<file path="src/rtl/map_column_streamer.sv">
// map_column_streamer: expands run-length-encoded wall columns from a synchronous ROM into per-request columns.
module map_column_streamer #(
  parameter int COL_H = 100,
  parameter int ADDR_W = 8,
  parameter bit LOOP = 1
) (
  input  logic              clk,
  input  logic              resetn,
  input  logic              start,
  input  logic              col_req,
  output logic              ready,
  output logic              col_valid,
  output logic [COL_H-1:0]  col_data,
  output logic              map_done,
  output logic [ADDR_W-1:0] rom_addr,
  input  logic [23:0]       rom_data
);
  typedef enum logic [1:0] {FETCH, LATCH, READY, DONE} state_t;
  state_t state, state_n;
  logic [ADDR_W-1:0] addr_n;
  logic [7:0] rem, rem_n;
  logic [COL_H-1:0] column, column_n, data_n, built;
  logic valid_n;
  logic [31:0] bot, top;
  assign ready = state inside {READY, DONE};
  assign map_done = state == DONE;
  always_comb begin
    bot = {24'd0, rom_data[15:8]};
    top = {24'd0, rom_data[7:0]};
    bot = (bot > COL_H) ? COL_H : bot;
    top = (top > COL_H) ? COL_H : top;
    built = '0;
    for (int j = 0; j < COL_H; j++) built[j] = (j < bot) || (j >= COL_H - top);
  end
  always_comb begin
    state_n = state;
    addr_n = rom_addr;
    rem_n = rem;
    column_n = column;
    data_n = col_data;
    valid_n = 1'b0;
    case (state)
      FETCH: state_n = LATCH;
      LATCH:
        if (rom_data[23:16] == 8'd0) begin
          state_n = (LOOP && rom_addr != '0) ? FETCH : DONE;
          addr_n = '0;
        end else begin
          rem_n = rom_data[23:16];
          column_n = built;
          state_n = READY;
        end
      READY:
        if (col_req) begin
          data_n = column;
          valid_n = 1'b1;
          rem_n = rem - 8'd1;
          if (rem == 8'd1) begin
            // an increment past the last address wraps to 0 and acts as an end-of-map marker
            addr_n = rom_addr + 1'b1;
            state_n = (&rom_addr && !LOOP) ? DONE : FETCH;
          end
        end
      DONE:
        if (col_req) begin
          data_n = '0;
          valid_n = 1'b1;
        end
    endcase
    if (start) begin
      state_n = FETCH;
      addr_n = '0;
      rem_n = '0;
      valid_n = 1'b0;
      data_n = col_data;
    end
  end
  always_ff @(posedge clk) begin
    if (!resetn) begin
      state <= FETCH;
      rom_addr <= '0;
      rem <= '0;
      column <= '0;
      col_data <= '0;
      col_valid <= 1'b0;
    end else begin
      state <= state_n;
      rom_addr <= addr_n;
      rem <= rem_n;
      column <= column_n;
      col_data <= data_n;
      col_valid <= valid_n;
    end
  end
endmodule

</file>
<file path="config.mk">
export PLATFORM = sky130hd
export DESIGN_NAME = map_column_streamer
export DESIGN_NICKNAME = d
export VERILOG_FILES = /design/src/rtl/map_column_streamer.sv
export SDC_FILE = /design/constraint.sdc
export NUM_CORES = 1
export LEC_CHECK = 0
export BUFFER_PORTS_ARGS = -buffer_cell sky130_fd_sc_hd__buf_4
export CAP_MARGIN = 10
export CORE_MARGIN = 2
export CORE_UTILIZATION = 50
export DETAILED_ROUTE_END_ITERATION = 8
export PLACE_DENSITY = 0.8
export SLEW_MARGIN = 20
export SYNTH_ARGS = -nofsm -noshare
export SYNTH_HDL_FRONTEND = slang
export SYNTH_SLANG_ARGS = --single-unit
</file>
<file path="constraint.sdc">
create_clock -name clk -period 4.4 [get_ports clk]
set_clock_uncertainty 0.15 [all_clocks]
set_input_delay 1.1 -clock clk [delete_from_list [all_inputs] [get_ports clk]]
set_output_delay 1.1 -clock clk [all_outputs]
set_load 0.005 [all_outputs]
</file>
==> run_summary.xml, run 1 <==
<?xml version="1.0" encoding="UTF-8"?>
<metrics>
  <group name="timing">
    <metric name="final_hold_viol_count" unit="">0</metric>
    <metric name="tightestPinTransition" unit="ns">0.987</metric>
    <metric name="layout_min_cycle_time" unit="ns">3.72</metric>
    <metric name="fin_ws" unit="ns">0.683</metric>
    <metric name="timing.final.crit_share" unit="%">84.5</metric>
    <metric name="setup-tns-final" unit="ns">0</metric>
    <metric name="max_freq" unit="GHz">0.269</metric>
    <metric name="rsz_0062_raised_after_global_routing" unit="">false</metric>
    <metric name="finalSetupViolations" unit="">0</metric>
    <metric name="timing.final.max_slew_violations" unit="">0</metric>
    <metric name="maxSlewHeadroom" unit="%">33.5</metric>
  </group>
  <group name="final_layout">
    <metric name="finish.instance_area" unit="sq um">11300</metric>
    <metric name="multiInputGateArea" unit="sq um">4430</metric>
    <metric name="drive_above_1_share" unit="%">20.2</metric>
    <metric name="register_area" unit="sq um">4380</metric>
    <metric name="layout_commonest_cell" unit="">sky130_fd_sc_hd__dfxtp_1</metric>
    <metric name="synthToLayoutAreaGrowth" unit="%">22.5</metric>
    <metric name="utilization" unit="%">62.6</metric>
    <metric name="diodes" unit="">0</metric>
    <metric name="most-common-layout-cells" unit="">sky130_fd_sc_hd__dfxtp_1 (219), sky130_fd_sc_hd__buf_4 (177), sky130_fd_sc_hd__o21ai_0 (146)</metric>
    <metric name="nets" unit="">1194</metric>
    <metric name="nFillCells" unit="">1540</metric>
  </group>
  <group name="drt">
    <metric name="wirelength" unit="mm">30.5</metric>
    <metric name="wire_per_inst" unit="um">21.8</metric>
    <metric name="route.vias.total" unit="">8886</metric>
    <metric name="vias_per_cell" unit="">6.36</metric>
    <metric name="number_of_violations_reported_at_the_end_of_detailed_routing_iteration_0" unit="">992</metric>
    <metric name="detail_route.first_pass.iterations" unit="">5</metric>
    <metric name="route.antenna.remaining_nets" unit="">0</metric>
    <metric name="drc_errors" unit="">0</metric>
  </group>
  <group name="placed_design">
    <metric name="portBuffers" unit="">138</metric>
    <metric name="setup_slack_after_placement" unit="ns">0.256</metric>
    <metric name="placement.cell_area" unit="sq um">10500</metric>
    <metric name="routabilityCongestion" unit="">0.970</metric>
    <metric name="detailed_place_hpwl" unit="mm">21.0</metric>
  </group>
  <group name="clocking">
    <metric name="post-cts-setup-buffer-count" unit="">0</metric>
    <metric name="worst_skew_pair.late_latency" unit="ns">0.49</metric>
    <metric name="post_cts_hold_buffer_count" unit="">0</metric>
    <metric name="numCtsBuffers" unit="">22</metric>
    <metric name="cts_clock_pin_slew_for_the_worst_setup_and_hold_paths" unit="ns">0.07</metric>
    <metric name="post_cts_resized" unit="">0</metric>
    <metric name="cts.sink_count" unit="">219</metric>
    <metric name="cts.root.buffer_cell" unit="">sky130_fd_sc_hd__clkbuf_16</metric>
    <metric name="max-clock-path-buffers" unit="">3</metric>
    <metric name="clock_tree_from_tritoncts" unit="">yes</metric>
    <metric name="max_h_tree_level" unit="">1</metric>
  </group>
  <group name="critical_path">
    <metric name="timing.reg2reg.worst_path_depth" unit="">7</metric>
    <metric name="critical_path_arrival" unit="ns">3.90</metric>
    <metric name="crit_required" unit="ns">4.59</metric>
    <metric name="worst-path-max-fanout" unit="">13</metric>
    <metric name="timing.setup.critical_path_class" unit="">primary input to register</metric>
    <metric name="cp-start-kind" unit="">primary input</metric>
    <metric name="end_kind" unit="">register</metric>
  </group>
  <group name="yosys">
    <metric name="average_size_of_a_mapped_cell" unit="sq um">8.82</metric>
    <metric name="synth_enable_flop_cells" unit="">0</metric>
    <metric name="postSynthNetCount" unit="">1083</metric>
    <metric name="synth.yosys.seq_area_share" unit="%">47.6</metric>
    <metric name="ys_types" unit="">59</metric>
    <metric name="syn_inst" unit="">1044</metric>
    <metric name="synth_area" unit="sq um">9210</metric>
    <metric name="synth_top_area_share" unit="%">47.6</metric>
    <metric name="yosysTopAreaCell" unit="">sky130_fd_sc_hd__dfxtp_1</metric>
    <metric name="async_flop_share" unit="%">0</metric>
    <metric name="synth_warnings" unit="">0</metric>
    <metric name="ys_top_cells_by_area" unit="">sky130_fd_sc_hd__dfxtp_1 (48%), sky130_fd_sc_hd__a22o_1 (9.6%), sky130_fd_sc_hd__o21ai_0 (7.9%)</metric>
    <metric name="yosys_register_bits" unit="">219</metric>
    <metric name="postSynth.topFlopCell" unit="">sky130_fd_sc_hd__dfxtp_1</metric>
  </group>
  <group name="power_and_ir_drop">
    <metric name="cell_area_power_density" unit="nW/um^2">408</metric>
    <metric name="leak" unit="nW">4.55</metric>
    <metric name="vdd_drop_max" unit="V">0.000289</metric>
  </group>
  <group name="floorplanning">
    <metric name="pin_count" unit="">139</metric>
    <metric name="floorplan.core_area" unit="sq um">18000</metric>
    <metric name="chipWidth" unit="um">140</metric>
    <metric name="initial_core_util" unit="%">51.1</metric>
    <metric name="fp.dieH" unit="um">140</metric>
    <metric name="rows" unit="">49</metric>
    <metric name="floorplan.die_area" unit="sq um">19500</metric>
  </group>
  <group name="grt">
    <metric name="grt_overflow_total" unit="">0</metric>
    <metric name="gr-usage-all-layers" unit="%">30.3</metric>
    <metric name="grt_max_degree" unit="">101</metric>
    <metric name="grt_antenna_before_repair" unit="">0</metric>
    <metric name="grt_pass1_wl" unit="mm">47.9</metric>
    <metric name="via_count_of_the_first_global_routing_pass" unit="">8581</metric>
  </group>
  <group name="worst_hold_path">
    <metric name="worst_hold_path_type" unit="">register to register</metric>
    <metric name="worst_hold_path_cell_count" unit="">1</metric>
  </group>
  <group name="status">
    <metric name="outcome" unit="">finished, final reports clean</metric>
  </group>
  <group name="job">
    <metric name="maximum_capacitance_violations" unit="">0</metric>
  </group>
</metrics>
[synth_stat cells (8+ instances only)]
library cell	instances
sky130_fd_sc_hd__clkbuf_1	75
sky130_fd_sc_hd__a22oi_1	9
sky130_fd_sc_hd__buf_2	14
sky130_fd_sc_hd__inv_1	13
sky130_fd_sc_hd__nand3_1	33
sky130_fd_sc_hd__o21ai_0	146
sky130_fd_sc_hd__a31oi_1	51
sky130_fd_sc_hd__ha_1	11
sky130_fd_sc_hd__nand2b_1	9
sky130_fd_sc_hd__nor3_1	15
sky130_fd_sc_hd__nor2_1	61
sky130_fd_sc_hd__nand2_1	66
sky130_fd_sc_hd__dfxtp_1	219
sky130_fd_sc_hd__a22o_1	101
sky130_fd_sc_hd__a211oi_1	21
sky130_fd_sc_hd__a32oi_1	8
sky130_fd_sc_hd__a221oi_1	13
sky130_fd_sc_hd__a21oi_1	73
[final timing paths]
kind / startpoint / end / slack, ns
worst min-delay path: column[12] / col_data[12] / 0.31
worst min register to register: column[12] / col_data[12] / 0.31
worst max register to register: state[0] / column[50] / 1.51
worst max-delay path: rom_data[3] / column[50] / 0.68
[layout make-up]
type,count,area share (%)
Clock buffer,32,5.84
Clock inverter,6,0.953
Inverter,13,0.432
Multi-Input combinational cell,720,39.3
Sequential cell,219,38.8
Tap cell,229,2.54
Timing Repair Buffer,179,12.1
[state kept, by name, summed over array words and instances, names as in the netlist]
| name | flops |
|---|---|
| col_valid | 1 |
| column | 100 |
| col_data | 100 |
| rem | 8 |
| rom_addr | 8 |
| state | 2 |
[logic make-up after synthesis]
logic type      Yosys count  synth area share [%]
compound gates          472                  33.8
xor+xnor                  6                 0.570
fa+ha+maj                11                  1.49
buf+inv                 105                  4.51
flops                   219                  47.6
mux                       4                 0.448
simple gates            227                  11.6
[power by group]
group / internal, mW / switching [mW] / total (mW)
registers: 2.06 / 0.0496 / 2.11
clock network: 1.21 / 0.751 / 1.96
logic: 0.169 / 0.365 / 0.534
total: 3.44 / 1.17 / 4.60
[per-stage QoR]
step                cells  power (mW)  hold WS (ns)
global placement     1360        2.66         0.294
CTS                  1398        4.60         0.313
detailed placement   1360        2.66         0.297
floorplan            1044        2.45         0.287
finish               1398        4.60         0.310
global route         1398        4.75         0.326
[critical path, cell delays in order]
cell                      delay [ns]
sky130_fd_sc_hd__buf_4          0.16
sky130_fd_sc_hd__nor2_1         0.11
sky130_fd_sc_hd__nand2_1        0.10
sky130_fd_sc_hd__nand2_1        0.08
sky130_fd_sc_hd__and2_1         0.17
sky130_fd_sc_hd__inv_1          0.10
sky130_fd_sc_hd__ha_1           0.28
sky130_fd_sc_hd__nor2b_1        0.12
sky130_fd_sc_hd__o21ai_0        0.35
sky130_fd_sc_hd__a22o_1         0.27
sky130_fd_sc_hd__nand2_1        0.30
sky130_fd_sc_hd__a21oi_1        0.60
sky130_fd_sc_hd__a31oi_1        0.15
[routing by layer]
layer / track usage (%) / wire (um) / vias to the layer above / share of wire, %
met2: 46.7 / 13600 / 455 / 44
met5: 0 / 0 / - / 0
met4: 12.0 / 1270 / 0 / 4.2
li1: - / - / 4139 / -
met3: 5.78 / 2650 / 104 / 8.7
met1: 42.2 / 13000 / 4188 / 43
No activity file was read; power rests on OpenSTA's default activity.
==> inputs of run 2 (changes only) <==
- PLACE_DENSITY: 0.8 -> 0.83
- clock period: 4.4 -> 3.39 ns (I/O delays scaled with it)
==> run 2 against run 1 <==
Effect of this change: global-route usage rose by 0.082 points; routed wire length rose by 1.7%; worst hold slack got worse by 0.0014 ns; final cell count rose by 4.4%; sequential power rose by 29%; clock power rose by 49%; critical endpoint is now column[7].
==> run_summary.xml, run 2 (synthesis gave the netlist of run 1 again) <==
<?xml version="1.0" encoding="UTF-8"?>
<metrics>
  <group name="status">
    <metric name="outcome" unit="">finished, final reports clean</metric>
  </group>
  <group name="final_layout">
    <metric name="nFillCells" unit="">1486</metric>
    <metric name="nets" unit="">1253</metric>
    <metric name="synthToLayoutAreaGrowth" unit="%">29.6</metric>
    <metric name="diodes" unit="">0</metric>
    <metric name="top_regs" unit="">col_data (100), column (100)</metric>
    <metric name="layout_commonest_cell" unit="">sky130_fd_sc_hd__buf_4</metric>
    <metric name="most-common-layout-cells" unit="">sky130_fd_sc_hd__buf_4 (231), sky130_fd_sc_hd__dfxtp_1 (219), sky130_fd_sc_hd__o21ai_0 (146)</metric>
    <metric name="drive_above_1_share" unit="%">24.8</metric>
  </group>
  <group name="grt">
    <metric name="grt_util_met1" unit="%">41.6</metric>
    <metric name="grt_max_degree" unit="">101</metric>
    <metric name="busiest_layer" unit="">met2</metric>
    <metric name="grt_antenna_before_repair" unit="">0</metric>
    <metric name="globalRouteMet3Util" unit="%">6.06</metric>
    <metric name="grt_overflow_total" unit="">0</metric>
    <metric name="gr-usage-all-layers" unit="%">30.4</metric>
    <metric name="global_route_track_usage_on_met2" unit="%">48.1</metric>
    <metric name="grt_pass1_wl" unit="mm">48.2</metric>
    <metric name="via_count_of_the_first_global_routing_pass" unit="">8748</metric>
  </group>
  <group name="drt">
    <metric name="route.antenna.remaining_nets" unit="">0</metric>
    <metric name="wire_per_inst" unit="um">21.3</metric>
    <metric name="vias_per_cell" unit="">6.34</metric>
    <metric name="drc_errors" unit="">0</metric>
    <metric name="route.vias.total" unit="">9255</metric>
    <metric name="wirelength" unit="mm">31.0</metric>
    <metric name="number_of_violations_reported_at_the_end_of_detailed_routing_iteration_0" unit="">1324</metric>
    <metric name="detail_route.first_pass.iterations" unit="">6</metric>
  </group>
  <group name="critical_path">
    <metric name="cp_slowest_stage_delay" unit="ns">0.64</metric>
    <metric name="critical_path_arrival" unit="ns">3.44</metric>
    <metric name="crit_path_frequent_cell" unit="">sky130_fd_sc_hd__buf_4</metric>
    <metric name="cp-start-kind" unit="">primary input</metric>
    <metric name="end_kind" unit="">register</metric>
    <metric name="cell_family_with_most_cp_delay" unit="">compound AO/OA/AOI/OAI gates</metric>
    <metric name="path_buf_inv" unit="">4</metric>
    <metric name="timing.critical_path.cells" unit="">buf_4, nor2_2, nand2_1, nand2_1, and2_1, inv_1, ha_1, nor2b_1, o31ai_2, a21o_1, a21oi_2, buf_4, a2111oi_1, buf_4, nor2_1</metric>
    <metric name="crit_required" unit="ns">3.63</metric>
    <metric name="slowest_stage" unit="">sky130_fd_sc_hd__a2111oi_1</metric>
    <metric name="worst-path-max-fanout" unit="">16</metric>
    <metric name="timing.setup.critical_path_class" unit="">primary input to register</metric>
  </group>
  <group name="timing">
    <metric name="max_freq" unit="GHz">0.313</metric>
    <metric name="hold_slack" unit="ns">0.309</metric>
    <metric name="timing.final.crit_share" unit="%">94.3</metric>
    <metric name="final_hold_viol_count" unit="">0</metric>
    <metric name="rsz_0062_raised_after_global_routing" unit="">false</metric>
    <metric name="finalSetupViolations" unit="">0</metric>
    <metric name="tightestPinTransition" unit="ns">1.11</metric>
    <metric name="timing.final.max_slew_violations" unit="">0</metric>
    <metric name="maxSlewHeadroom" unit="%">26.0</metric>
    <metric name="layout_min_cycle_time" unit="ns">3.20</metric>
  </group>
  <group name="placed_design">
    <metric name="detailed_place_hpwl" unit="mm">21.4</metric>
    <metric name="portBuffers" unit="">138</metric>
    <metric name="routabilityCongestion" unit="">1.01</metric>
  </group>
  <group name="clocking">
    <metric name="cts.sink_count" unit="">219</metric>
    <metric name="post_cts_hold_buffer_count" unit="">0</metric>
    <metric name="clock_tree_from_tritoncts" unit="">yes</metric>
    <metric name="worst_skew_pair.late_latency" unit="ns">0.50</metric>
    <metric name="cts.root.buffer_cell" unit="">sky130_fd_sc_hd__clkbuf_16</metric>
    <metric name="max_h_tree_level" unit="">1</metric>
    <metric name="max-clock-path-buffers" unit="">3</metric>
    <metric name="cts_clock_pin_slew_for_the_worst_setup_and_hold_paths" unit="ns">0.07</metric>
    <metric name="numCtsBuffers" unit="">22</metric>
  </group>
  <group name="floorplanning">
    <metric name="fp.dieH" unit="um">140</metric>
    <metric name="floorplan.die_area" unit="sq um">19500</metric>
    <metric name="initial_core_util" unit="%">51.1</metric>
    <metric name="chipWidth" unit="um">140</metric>
    <metric name="pin_count" unit="">139</metric>
    <metric name="rows" unit="">49</metric>
    <metric name="floorplan.core_area" unit="sq um">18000</metric>
  </group>
  <group name="power_and_ir_drop">
    <metric name="vdd_drop_max" unit="V">0.000489</metric>
    <metric name="total_power" unit="mW">6.44</metric>
    <metric name="leak" unit="nW">4.91</metric>
    <metric name="cell_area_power_density" unit="nW/um^2">539</metric>
  </group>
  <group name="worst_hold_path">
    <metric name="worst_hold_path_type" unit="">register to register</metric>
  </group>
  <group name="job">
    <metric name="maximum_capacitance_violations" unit="">0</metric>
  </group>
</metrics>
==> run 2: report_power, final <==
group | switching (mW) | leakage (nW) | total [mW] | internal (mW)
registers | 0.0631 | 1.78 | 2.73 | 2.67
logic | 0.490 | 2.69 | 0.769 | 0.278
clock network | 1.04 | 0.429 | 2.93 | 1.90
total | 1.59 | 4.91 | 6.44 | 4.84
==> run 2: repair_timing <==
| item | in CTS | in global routing |
|---|---|---|
| endpoints found under the setup margin | 0 | 1 |
| resized for setup | 0 | 1 |
| setup buffers | 0 | 0 |
==> run 2: final timing paths <==
check | start | endpoint | slack [ns] | cells after the start
setup reg to reg | state[0] | column[22] | 0.82 | 6
setup / recovery | rom_data[7] | column[7] | 0.19 | 15
hold reg to reg | column[75] | col_data[75] | 0.31 | 1
hold / removal | column[75] | col_data[75] | 0.31 | 1
==> run 2: per-layer routing <==
layer | share of wire, % | vias up | wire length, um
met4 | 3.8 | 0 | 1170
met2 | 46 | 467 | 14100
met1 | 42 | 4431 | 13200
met5 | 0 | - | 0
li1 | - | 4255 | -
met3 | 8.2 | 102 | 2540
==> run 2: final cells by class <==
type	instances	area, sq um	area share (%)
repair buffers	238	1870	15.7
well taps	229	287	2.40
flip-flops and latches	219	4380	36.7
multi-input cells	720	4450	37.3
clock buffers	26	607	5.08
inverters	13	48.8	0.409
clock inverters	14	283	2.37
==> run 2: per-stage QoR <==
| step | worst slack (ns) | instances | area, sq um | utilization (%) | TNS (ns) |
|---|---|---|---|---|---|
| finish | 0.192 | 1459 | 11900 | 66.2 | 0 |
| global route | 0.00673 | 1459 | 11900 | 66.2 | 0 |
| CTS | 0.175 | 1459 | 11900 | 66.2 | 0 |
| detailed placement | -0.320 | 1419 | 11000 | 61.3 | -6.66 |
| global placement | -0.184 | 1419 | 11000 | 61.3 | -3.14 |
| floorplan | 0.00599 | 1044 | 9230 | - | 0 |
